**src/rtl/dcache_direct_wt_if.sv**
```systemverilog
// CPU-side and RAM-side signal bundle for the direct-mapped write-through data cache.
// The slave modport is the cache's view; the master modport is the pipeline plus RAM around it.
interface dcache_direct_wt_if #(
  parameter int ADDRESS_LENGTH = 32
);
  logic [ADDRESS_LENGTH-1:0] cpu_a;
  logic [ADDRESS_LENGTH-1:0] cpu_wd;
  logic                      cpu_re;
  logic                      cpu_sw;
  logic                      cpu_sh;
  logic                      cpu_sb;
  logic [ADDRESS_LENGTH-1:0] cpu_rd;
  logic                      stall;
  logic [ADDRESS_LENGTH-1:0] mem_a;
  logic [ADDRESS_LENGTH-1:0] mem_wd;
  logic                      mem_sw;
  logic                      mem_sh;
  logic                      mem_sb;
  logic [ADDRESS_LENGTH-1:0] mem_rd;
  logic [31:0]               hit_count;
  logic [31:0]               miss_count;

  modport master (
    output cpu_a, cpu_wd, cpu_re, cpu_sw, cpu_sh, cpu_sb, mem_rd,
    input  cpu_rd, stall, mem_a, mem_wd, mem_sw, mem_sh, mem_sb, hit_count, miss_count
  );

  modport slave (
    input  cpu_a, cpu_wd, cpu_re, cpu_sw, cpu_sh, cpu_sb, mem_rd,
    output cpu_rd, stall, mem_a, mem_wd, mem_sw, mem_sh, mem_sb, hit_count, miss_count
  );
endinterface

```
**src/rtl/dcache_direct_wt.sv**
```systemverilog
// Direct-mapped, write-through, no-write-allocate data cache with one-word lines.
// Load misses stall for the miss cycle plus one FILL cycle; stores pass straight to RAM.
module dcache_direct_wt #(
  parameter int ADDRESS_LENGTH = 32,
  parameter int SETS           = 64
) (
  input  logic               clk,
  input  logic               rst,
  dcache_direct_wt_if.slave  bus
);
  localparam int INDEX_BITS = $clog2(SETS);
  localparam int TAG_BITS   = ADDRESS_LENGTH - INDEX_BITS - 2;

  localparam logic [0:0] S_IDLE = 1'b0;
  localparam logic [0:0] S_FILL = 1'b1;

  logic [0:0]                state_q, state_d;
  logic [SETS-1:0]           valid_q, valid_d;
  logic [31:0]               hit_count_q, hit_count_d;
  logic [31:0]               miss_count_q, miss_count_d;
  logic [TAG_BITS-1:0]       tag_q  [SETS];
  logic [ADDRESS_LENGTH-1:0] line_q [SETS];

  logic [INDEX_BITS-1:0]     idx;
  logic [TAG_BITS-1:0]       tag;
  logic [1:0]                off;
  logic                      store;
  logic                      hit;
  logic [2:0]                acc_size;
  logic [2:0]                off_end;
  logic                      contained;
  logic [3:0]                be;
  logic [ADDRESS_LENGTH-1:0] wd_shift;
  logic [ADDRESS_LENGTH-1:0] line_cur;
  logic [ADDRESS_LENGTH-1:0] line_merge;
  logic [ADDRESS_LENGTH-1:0] line_wdata;
  logic                      line_we;
  logic                      tag_we;

  logic [ADDRESS_LENGTH-1:0] cpu_rd_c;
  logic [ADDRESS_LENGTH-1:0] mem_a_c;
  logic                      stall_c;
  logic                      mem_sw_c, mem_sh_c, mem_sb_c;

  assign off      = bus.cpu_a[1:0];
  assign idx      = bus.cpu_a[INDEX_BITS+1:2];
  assign tag      = bus.cpu_a[ADDRESS_LENGTH-1:INDEX_BITS+2];
  assign store    = bus.cpu_sw | bus.cpu_sh | bus.cpu_sb;
  assign line_cur = line_q[idx];
  assign hit      = valid_q[idx] && (tag_q[idx] == tag);

  // Effective access width follows the RAM's strobe priority sb > sh > sw.
  assign acc_size  = bus.cpu_sb ? 3'd1 : (bus.cpu_sh ? 3'd2 : 3'd4);
  assign off_end   = {1'b0, off} + acc_size;
  assign contained = (off_end <= 3'd4);
  assign wd_shift  = bus.cpu_wd << {off, 3'b000};

  for (genvar gi = 0; gi < 4; gi++) begin : g_byte
    assign be[gi] = (3'(gi) >= {1'b0, off}) && (3'(gi) < off_end);
    assign line_merge[8*gi +: 8] = be[gi] ? wd_shift[8*gi +: 8] : line_cur[8*gi +: 8];
  end

  always_comb begin
    state_d      = state_q;
    valid_d      = valid_q;
    hit_count_d  = hit_count_q;
    miss_count_d = miss_count_q;
    line_we      = 1'b0;
    tag_we       = 1'b0;
    line_wdata   = line_merge;
    stall_c      = 1'b0;
    cpu_rd_c     = '0;
    mem_a_c      = bus.cpu_a;
    mem_sw_c     = 1'b0;
    mem_sh_c     = 1'b0;
    mem_sb_c     = 1'b0;
    if (rst) begin
      state_d      = S_IDLE;
      valid_d      = '0;
      hit_count_d  = '0;
      miss_count_d = '0;
    end else if (state_q == S_FILL) begin
      // cpu_a is held by the stalled pipeline, so idx/tag still name the missing line.
      stall_c     = 1'b1;
      mem_a_c     = {bus.cpu_a[ADDRESS_LENGTH-1:2], 2'b00};
      line_we     = 1'b1;
      tag_we      = 1'b1;
      line_wdata  = bus.mem_rd;
      valid_d[idx] = 1'b1;
      state_d     = S_IDLE;
    end else if (store) begin
      mem_sw_c = bus.cpu_sw;
      mem_sh_c = bus.cpu_sh;
      mem_sb_c = bus.cpu_sb;
      if (hit) begin
        if (contained) begin
          line_we = 1'b1;
        end else begin
          valid_d[idx] = 1'b0;
        end
      end
    end else if (bus.cpu_re) begin
      if (hit) begin
        cpu_rd_c    = line_cur >> {off, 3'b000};
        hit_count_d = (hit_count_q == 32'hFFFF_FFFF) ? hit_count_q : hit_count_q + 32'd1;
      end else begin
        stall_c      = 1'b1;
        miss_count_d = (miss_count_q == 32'hFFFF_FFFF) ? miss_count_q : miss_count_q + 32'd1;
        state_d      = S_FILL;
      end
    end
  end

  always_ff @(posedge clk) begin
    state_q      <= state_d;
    valid_q      <= valid_d;
    hit_count_q  <= hit_count_d;
    miss_count_q <= miss_count_d;
  end

  // Tag and data arrays carry no reset; validity alone decides whether they are used.
  always_ff @(posedge clk) begin
    if (line_we) line_q[idx] <= line_wdata;
    if (tag_we)  tag_q[idx]  <= tag;
  end

  assign bus.cpu_rd     = cpu_rd_c;
  assign bus.stall      = stall_c;
  assign bus.mem_a      = mem_a_c;
  assign bus.mem_wd     = bus.cpu_wd;
  assign bus.mem_sw     = mem_sw_c;
  assign bus.mem_sh     = mem_sh_c;
  assign bus.mem_sb     = mem_sb_c;
  assign bus.hit_count  = hit_count_q;
  assign bus.miss_count = miss_count_q;
endmodule

```
**src/flat_wrapper.sv**
```systemverilog
// flat-port wrapper written by rule: the top's interface ports become plain ports
module dcache_direct_wt_flat 
#(
  parameter int ADDRESS_LENGTH = 32,
  parameter int SETS           = 64
)
  (clk, rst, bus_cpu_a, bus_cpu_wd, bus_cpu_re, bus_cpu_sw, bus_cpu_sh, bus_cpu_sb, bus_mem_rd, bus_cpu_rd, bus_stall, bus_mem_a, bus_mem_wd, bus_mem_sw, bus_mem_sh, bus_mem_sb, bus_hit_count, bus_miss_count);
  dcache_direct_wt_if #(.ADDRESS_LENGTH(ADDRESS_LENGTH)) bus_i ();
  input  logic clk;
  input  logic rst;
  input wire logic [$bits(bus_i.cpu_a)-1:0] bus_cpu_a;
  input wire logic [$bits(bus_i.cpu_wd)-1:0] bus_cpu_wd;
  input wire logic [$bits(bus_i.cpu_re)-1:0] bus_cpu_re;
  input wire logic [$bits(bus_i.cpu_sw)-1:0] bus_cpu_sw;
  input wire logic [$bits(bus_i.cpu_sh)-1:0] bus_cpu_sh;
  input wire logic [$bits(bus_i.cpu_sb)-1:0] bus_cpu_sb;
  input wire logic [$bits(bus_i.mem_rd)-1:0] bus_mem_rd;
  output wire logic [$bits(bus_i.cpu_rd)-1:0] bus_cpu_rd;
  output wire logic [$bits(bus_i.stall)-1:0] bus_stall;
  output wire logic [$bits(bus_i.mem_a)-1:0] bus_mem_a;
  output wire logic [$bits(bus_i.mem_wd)-1:0] bus_mem_wd;
  output wire logic [$bits(bus_i.mem_sw)-1:0] bus_mem_sw;
  output wire logic [$bits(bus_i.mem_sh)-1:0] bus_mem_sh;
  output wire logic [$bits(bus_i.mem_sb)-1:0] bus_mem_sb;
  output wire logic [$bits(bus_i.hit_count)-1:0] bus_hit_count;
  output wire logic [$bits(bus_i.miss_count)-1:0] bus_miss_count;
  assign bus_i.cpu_a = bus_cpu_a;
  assign bus_i.cpu_wd = bus_cpu_wd;
  assign bus_i.cpu_re = bus_cpu_re;
  assign bus_i.cpu_sw = bus_cpu_sw;
  assign bus_i.cpu_sh = bus_cpu_sh;
  assign bus_i.cpu_sb = bus_cpu_sb;
  assign bus_i.mem_rd = bus_mem_rd;
  assign bus_cpu_rd = bus_i.cpu_rd;
  assign bus_stall = bus_i.stall;
  assign bus_mem_a = bus_i.mem_a;
  assign bus_mem_wd = bus_i.mem_wd;
  assign bus_mem_sw = bus_i.mem_sw;
  assign bus_mem_sh = bus_i.mem_sh;
  assign bus_mem_sb = bus_i.mem_sb;
  assign bus_hit_count = bus_i.hit_count;
  assign bus_miss_count = bus_i.miss_count;
  dcache_direct_wt #(.ADDRESS_LENGTH(ADDRESS_LENGTH), .SETS(SETS)) u_core (.clk(clk), .rst(rst), .bus(bus_i));
endmodule
```
**config.mk**
```make
export PLATFORM = sky130hd
export DESIGN_NAME = dcache_direct_wt_flat
export DESIGN_NICKNAME = d
export VERILOG_FILES = /design/src/rtl/dcache_direct_wt_if.sv /design/src/rtl/dcache_direct_wt.sv /design/src/flat_wrapper.sv
export SDC_FILE = /design/constraint.sdc
export NUM_CORES = 2
export LEC_CHECK = 0
export BUFFER_PORTS_ARGS = -buffer_cell sky130_fd_sc_hd__buf_4
export CELL_PAD_IN_SITES_DETAIL_PLACEMENT = 2
export CELL_PAD_IN_SITES_GLOBAL_PLACEMENT = 2
export CORE_AREA = 2 2 570 572
export CTS_BUF_LIST = sky130_fd_sc_hd__clkbuf_8
export DETAILED_ROUTE_END_ITERATION = 12
export DIE_AREA = 0 0 572 574
export PLACE_DENSITY_LB_ADDON = 0.1
export SYNTH_ARGS = -nofsm -noshare
export SYNTH_HDL_FRONTEND = slang
export SYNTH_SLANG_ARGS = --single-unit
```
**constraint.sdc**
```tcl
create_clock -name clk -period 6.6 [get_ports clk]
set_clock_uncertainty 0.05 [all_clocks]
set_input_delay 0 -clock clk [delete_from_list [all_inputs] [get_ports clk]]
set_output_delay 0 -clock clk [all_outputs]
set_load 0.1 [all_outputs]
```
After elaboration in Yosys (flattened, before gate mapping)
Memories as Yosys holds them, arrays and structs flattened.
Index checks and enable logic that the tools add are counted.
{"block": "word_totals", "ff_bits": 129, "ramBits": 3584, "inputBits": 102, "output_inout_bits": 164, "word_cells": 94, "memories": 2}
{"block": "classes", "addsub": 3, "order_cmp": 10, "eq_ne": 4, "n_shift": 2, "mux": 48, "bitwise": 10, "n_reduce_logical": 11}
{"memory": "u_core.line_q", "words": 64, "width": 32, "read_ports": 1, "rd_clocked_by_memory_dff": 0, "wr": 1, "line_no": "dcache_direct_wt.sv:22", "source": "logic [ADDRESS_LENGTH-1:0] line_q [SETS];"}
{"memory": "u_core.tag_q", "words": 64, "width": 24, "read_ports": 1, "rd_clocked_by_memory_dff": 0, "wr": 1, "line_no": "dcache_direct_wt.sv:21", "source": "logic [TAG_BITS-1:0] tag_q [SETS];"}
{"cell": "two-way mux 64 bit", "count": 4}
{"cell": "two-way mux 32 bit", "count": 7}
{"cell": "adder 32 x 1 -> 32 bit, second input constant", "count": 2}
{"cell": "AND 64 bit", "count": 1}
{"cell": "equality test 32 bit, second input constant", "count": 2}
{"cell": "NOT 64 bit", "count": 1}
{"cell": "bitwise OR 64 bit", "count": 1}
{"cell": "two-way mux 8 bit", "count": 4}
{"cell": "<< shifter 32 x 5 -> 32 bit", "count": 1}
{"cell": ">> shifter 32 x 5 -> 32 bit", "count": 1}
{"cell": "two-way mux 1 bit", "count": 27}
{"cell": "equality test 24 bit", "count": 1}
{"cell": "AND reduction 5 bit", "count": 2}
{"cell": "< comparator 6 x 7 -> 1 bit, second input constant", "count": 1}
{"cell": "binary-select mux 1 bit (select 6 bit)", "count": 1}
{"cell": "demux 1 bit (select 6 bit)", "count": 1}
{"cell": "greater-or-equal comparator 6 x 1 -> 1 bit, second input constant", "count": 1}
{"cell": "< comparator 1 x 3 -> 1 bit, first input constant", "count": 2}
{"cell": "< comparator 2 x 3 -> 1 bit, first input constant", "count": 2}
{"cell": "two-way mux 3 bit", "count": 2}
{"cell": "logical AND 1 bit", "count": 5}
{"cell": "NOT 1 bit", "count": 5}
{"cell": "greater-or-equal comparator 1 x 2 -> 1 bit, first input constant", "count": 2}
{"cell": "two-way mux 2 bit", "count": 2}
{"cell": "8 further kinds", "count": 10}

Depth between registers and ports, before layout
{"block": "logic_depth", "ltp_word": 11, "mapped_depth": 21, "depth_no_buf": 11}

Worst setup path after synthesis
OpenSTA, ideal clock, no wires.
{"block": "synth_timing", "path_type": "input port to output port", "start": "in bus_cpu_a[4]", "end": "out bus_cpu_rd[17]", "t_arrival_ps": 7732, "slack_ps": -1182, "stages": 13, "cell_sequence": "buf_2 -> buf_6 -> buf_2 -> buf_2 -> mux4_2 -> nand2_1 -> a21oi_1 -> or4_1 -> or3_1 -> a2111o_1 -> nor3_4 -> nand3_2 -> a2111oi_0"}
{"block": "synth_via", "elab_chain_cells": 8, "elab_cells_between_ends": 12, "classes_between": "eq/ne: 1; shift: 1; mux: 7; reduce/logical: 1; memory: 2"}
{"item": "from (decl)", "line_no": "flat_wrapper.sv:11", "source": "input wire logic [$bits(bus_i.cpu_a)-1:0] bus_cpu_a;"}
{"item": "parallel branches: the longest is 3 deep, another holds memory read (64 x 32 bit)"}
{"item": "two-way mux 32 bit *", "line_no": "dcache_direct_wt.sv:103", "source": "if (hit) begin"}
{"item": "two-way mux 32 bit *", "line_no": "dcache_direct_wt.sv:102", "source": "end else if (bus.cpu_re) begin"}
{"item": "two-way mux 32 bit *", "line_no": "dcache_direct_wt.sv:91", "source": "end else if (store) begin"}
{"item": "two-way mux 32 bit *", "line_no": "dcache_direct_wt.sv:82", "source": "end else if (state_q == S_FILL) begin"}
{"item": "two-way mux 32 bit *", "line_no": "dcache_direct_wt.sv:77", "source": "if (rst) begin"}
{"item": "to (decl)", "line_no": "flat_wrapper.sv:18", "source": "output wire logic [$bits(bus_i.cpu_rd)-1:0] bus_cpu_rd;"}
Mark *: on every way between the ends. The select of a mux whose other input is x is not followed.

Worst setup path after layout
{"block": "layout_timing", "start": "in bus_cpu_a[7]", "end": "out bus_cpu_rd[19]"}
Same word-level chain as after synthesis.

==> results.toml <==
[drt]
num_vias = 96540
totalWireLength_mm = 648
vias_per_cell = 6.81
top_signal_layer_used = "met5"
initial_drc_count = 13568
wl_per_cell_um = 45.7
detailroute.wirelength.met3_mm = 59.0
detail_route.wirelength.met1_mm = 230
final_antenna_net_count = 0
met2WireLength_mm = 304
dr_drc_count = 0
detail_route.first_pass.iterations = 6

[grt]
grt_start_max_net_pins = 80
overflow = 0
grt_pass1_wl_mm = 870
gr-usage-all-layers = 0.386
number_of_global_route_vias_before_repair = 100595
number_of_antenna_violations_at_the_first_check_in_global_routing = 48

[floorplanning]
floorplan_die_width_um = 572
design.core.area_sq_um = 323000
design.die.area_sq_um = 328000
initial_core_util = 0.447
placementRows = 209
design.portCount = 266
floorplan.die.height_um = 574

[pwr]
net_switching_power_mw = 13.8
pwr-share-comb = 0.097
report.power.total_mw = 50.7
power.sequential.fraction = 0.521
power_per_cell_area_nw_per_um2 = 299
vdd_drop_max_mv = 0.227
switching_share = 0.271
total_leakage_power_nw = 55.4
cell_internal_pwr_mw = 36.9
clock_power_share = 0.381

[synthesis]
syn_inst = 8318
postSynthAreaPerCell_sq_um = 17.3
synth_cell_type_count = 92
synthesis.yosys.warnings = 0
ys.flop_type = "sky130_fd_sc_hd__edfxtp_1"
seq_area_frac_synth = 0.764
yosys_register_bits = 3713
syn_nets = 8424
synth_enable_flop_cells = 3584
synth-async-reset-ratio = 0
netlist_area_sq_um = 144000

[hold_path]
min-delay-path-class = "input pin to flop"

[final_layout]
sequential_cell_area_sq_um = 110000
design_area_sq_um = 170000
total_area_of_multi_input_combinational_cells_sq_um = 32400
share_of_final_layout_standard_cells_stronger_than_drive_strength_1 = 0.230
mostFrequentLayoutCell = "sky130_fd_sc_hd__edfxtp_1"
most-common-layout-cells = "sky130_fd_sc_hd__edfxtp_1, sky130_fd_sc_hd__buf_4, sky130_fd_sc_hd__clkbuf_8"
final_net_count = 9441
n_fill_cell = 28534
flow.area_growth_from_synthesis_pct = 17.6
utilization = 0.526

[worst_setup_path]
crit_path_max_fanout = 23
critPathLaunchType = "input pin"
timing.critical_path.arrival_ns = 6.47
cp_data_required_time_ns = 6.55
worstSetupEndpointType = "output pin"
worstSetupPathType = "input pin to output pin"

[outcome]
status = "complete, no violations"

[sta]
layout_worst_path_cycle_share = 0.988
setup_violations = 0
grt_setup_unrepaired = "no"
tns_ns = 0
peak_freq_ghz = 0.153
layout_min_cycle_time_ns = 6.52
final-max-slew-violation-count = 0
report.final.hold_viol_count = 0
max-slew-margin-rel = 0.0786
finalWorstSetupSlack_ns = 0.0822
worst_tran_pin_value_ns = 1.38

[placement]
detailedPlace.worstSlack_ns = 0.399
port_buffers = 265
post-dp-hpwl_mm = 385
placement.cell_area_sq_um = 157000
globalplace.congestion = 0.878

[clock_network]
post_cts.repair.setup_buffers = 0
cts_htree_levels = 6
max-clock-path-buffers = 4
clock_insertion_delay_at_the_later_pin_of_the_skew_report_ns = 1.34
cts_num_sinks = 3713
number_of_clock_buffers_inserted_by_tritoncts = 630
ctsRootBufferMaster = "sky130_fd_sc_hd__clkbuf_8"
clk_transition_reported_paths_ns = 0.06
clock_tree_from_tritoncts = "yes"

[job]
cap_viol_max_count = 0
-- registers in the layout, summed over array words and instances (netlist names), named ones only --
signal,count
u_core.state_q,1
u_core.line_q,2048
u_core.bus.miss_count,32
u_core.tag_q,1536
u_core.bus.hit_count,32
-- path summary, 6_finish.rpt --
check | startpoint | endpoint | slack (ns) | depth (start not counted)
max | bus_cpu_a[7] | bus_cpu_rd[19] | 0.08 | 16
min | bus_cpu_a[29] | u_core.tag_q[18][21] | 0.05 | 3
max reg2reg | u_core.tag_q[38][20] | flop | 0.87 | 14
min reg2reg | flop | flop | 0.45 | 2
-- area by class of cell --
| cell class | count | area share |
|---|---|---|
| clock inverter | 457 | 0.0122 |
| inverter | 16 | 0.000442 |
| clock buffer | 654 | 0.0531 |
| sequential | 3713 | 0.650 |
| tap | 4325 | 0.0319 |
| antenna | 28 | 0.000413 |
| timing repair buffer | 1050 | 0.0614 |
| multi-input combinational | 3924 | 0.191 |
-- metrics by stage --
stage | instances | hold slack [ns]
after global placement | 12854 | 0.275
after floorplan | 8318 | 0.0489
after CTS | 14139 | 0.00359
final | 14167 | 0.0525
after detailed placement | 12855 | 0.269
after global routing | 14157 | 0.0524
-- what timing repair did --
item | 4_1_cts | 5_1_grt
endpoints found under the hold margin | 3886 | 0
cloned | 0 | 0
pin swaps | 0 | 0
gates resized for setup | 1 | 1
hold buffers | 173 | 0
endpoints found under the setup margin | 5 | 5
-- critical path, cell delays in order --
cell                            delay, ns
sky130_fd_sc_hd__dlygate4sd3_1       0.53
sky130_fd_sc_hd__buf_4               0.39
sky130_fd_sc_hd__nor3b_4             0.64
sky130_fd_sc_hd__dlygate4sd3_1       0.74
sky130_fd_sc_hd__buf_12              0.34
sky130_fd_sc_hd__a21oi_1             0.18
sky130_fd_sc_hd__o21ai_0             0.94
sky130_fd_sc_hd__nor4_1              0.25
sky130_fd_sc_hd__xnor2_1             0.20
sky130_fd_sc_hd__nor2_1              0.13
sky130_fd_sc_hd__and4_1              0.29
sky130_fd_sc_hd__buf_4               0.27
sky130_fd_sc_hd__nand3_2             0.46
sky130_fd_sc_hd__buf_4               0.41
sky130_fd_sc_hd__nor3_1              0.26
sky130_fd_sc_hd__buf_4               0.34
-- synthesized netlist by cell type, types with 14 or more instances --
library cell / count / area (sq um)
sky130_fd_sc_hd__or3_1: 33 / 206
sky130_fd_sc_hd__a21oi_1: 261 / 1310
sky130_fd_sc_hd__nor2_1: 363 / 1360
sky130_fd_sc_hd__a22o_1: 134 / 1170
sky130_fd_sc_hd__o22a_1: 18 / 158
sky130_fd_sc_hd__edfxtp_1: 3584 / 108000
sky130_fd_sc_hd__mux2i_1: 404 / 4040
sky130_fd_sc_hd__buf_2: 142 / 711
sky130_fd_sc_hd__o21ai_0: 175 / 876
sky130_fd_sc_hd__and3b_1: 14 / 123
sky130_fd_sc_hd__buf_1: 99 / 372
sky130_fd_sc_hd__nor4_1: 30 / 188
sky130_fd_sc_hd__clkbuf_1: 288 / 1080
sky130_fd_sc_hd__a221oi_1: 378 / 3310
sky130_fd_sc_hd__o22ai_1: 114 / 713
sky130_fd_sc_hd__a311oi_1: 69 / 604
sky130_fd_sc_hd__nor4b_1: 27 / 236
sky130_fd_sc_hd__a31oi_1: 106 / 663
sky130_fd_sc_hd__nand3b_1: 16 / 120
sky130_fd_sc_hd__a22oi_1: 493 / 3700
sky130_fd_sc_hd__mux4_2: 167 / 3760
sky130_fd_sc_hd__nand3_1: 89 / 445
sky130_fd_sc_hd__nand2_1: 214 / 803
sky130_fd_sc_hd__mux2_2: 211 / 2380
sky130_fd_sc_hd__o211ai_1: 27 / 203
sky130_fd_sc_hd__nor2b_1: 43 / 269
sky130_fd_sc_hd__and2_1: 21 / 131
sky130_fd_sc_hd__buf_4: 100 / 751
sky130_fd_sc_hd__nor3b_1: 20 / 150
sky130_fd_sc_hd__a211oi_1: 17 / 128
sky130_fd_sc_hd__xnor2_1: 16 / 140
sky130_fd_sc_hd__buf_6: 34 / 383
sky130_fd_sc_hd__and3_1: 42 / 263
sky130_fd_sc_hd__a221o_1: 39 / 390
sky130_fd_sc_hd__o221ai_1: 20 / 175
sky130_fd_sc_hd__inv_1: 14 / 52.6
sky130_fd_sc_hd__nor3_1: 100 / 500
sky130_fd_sc_hd__a41oi_1: 15 / 131
sky130_fd_sc_hd__dfxtp_1: 129 / 2580
sky130_fd_sc_hd__nand4_1: 70 / 438
-- cell families (layout without fill, tap and decap cells) --
group	count (synthesis)	after routing	share of synthesized area
XOR/XNOR	29	29	0.00176
adder cells (fa/ha/maj)	4	4	0.000399
flip-flops	3713	3713	0.764
AND/OR/NAND/NOR	1148	1148	0.0404
AO/OA/AOI/OAI	1956	1956	0.0994
multiplexers	787	787	0.0710
other	0	28	0
buffers and inverters	681	2177	0.0234
-- routing by layer --
metal / up-vias / GRT usage
li1: 36432 / -
met1: 51790 / 0.473
met2: 6492 / 0.615
met3: 1798 / 0.0771
met4: 28 / 0.276
met5: - / 0
-- power groups by stage --
stage          clock (mW)  combinational, mW  sequential, mW
6_report             19.3               4.93            26.4
5_1_grt              20.3               4.93            26.4
4_1_cts              19.4               4.79            26.4
3_5_place_dp            0               4.62            26.9
3_3_place_gp            0               4.44            26.9
2_1_floorplan           0               1.85            27.0
Note: power is estimated with default switching activity, not from simulation.
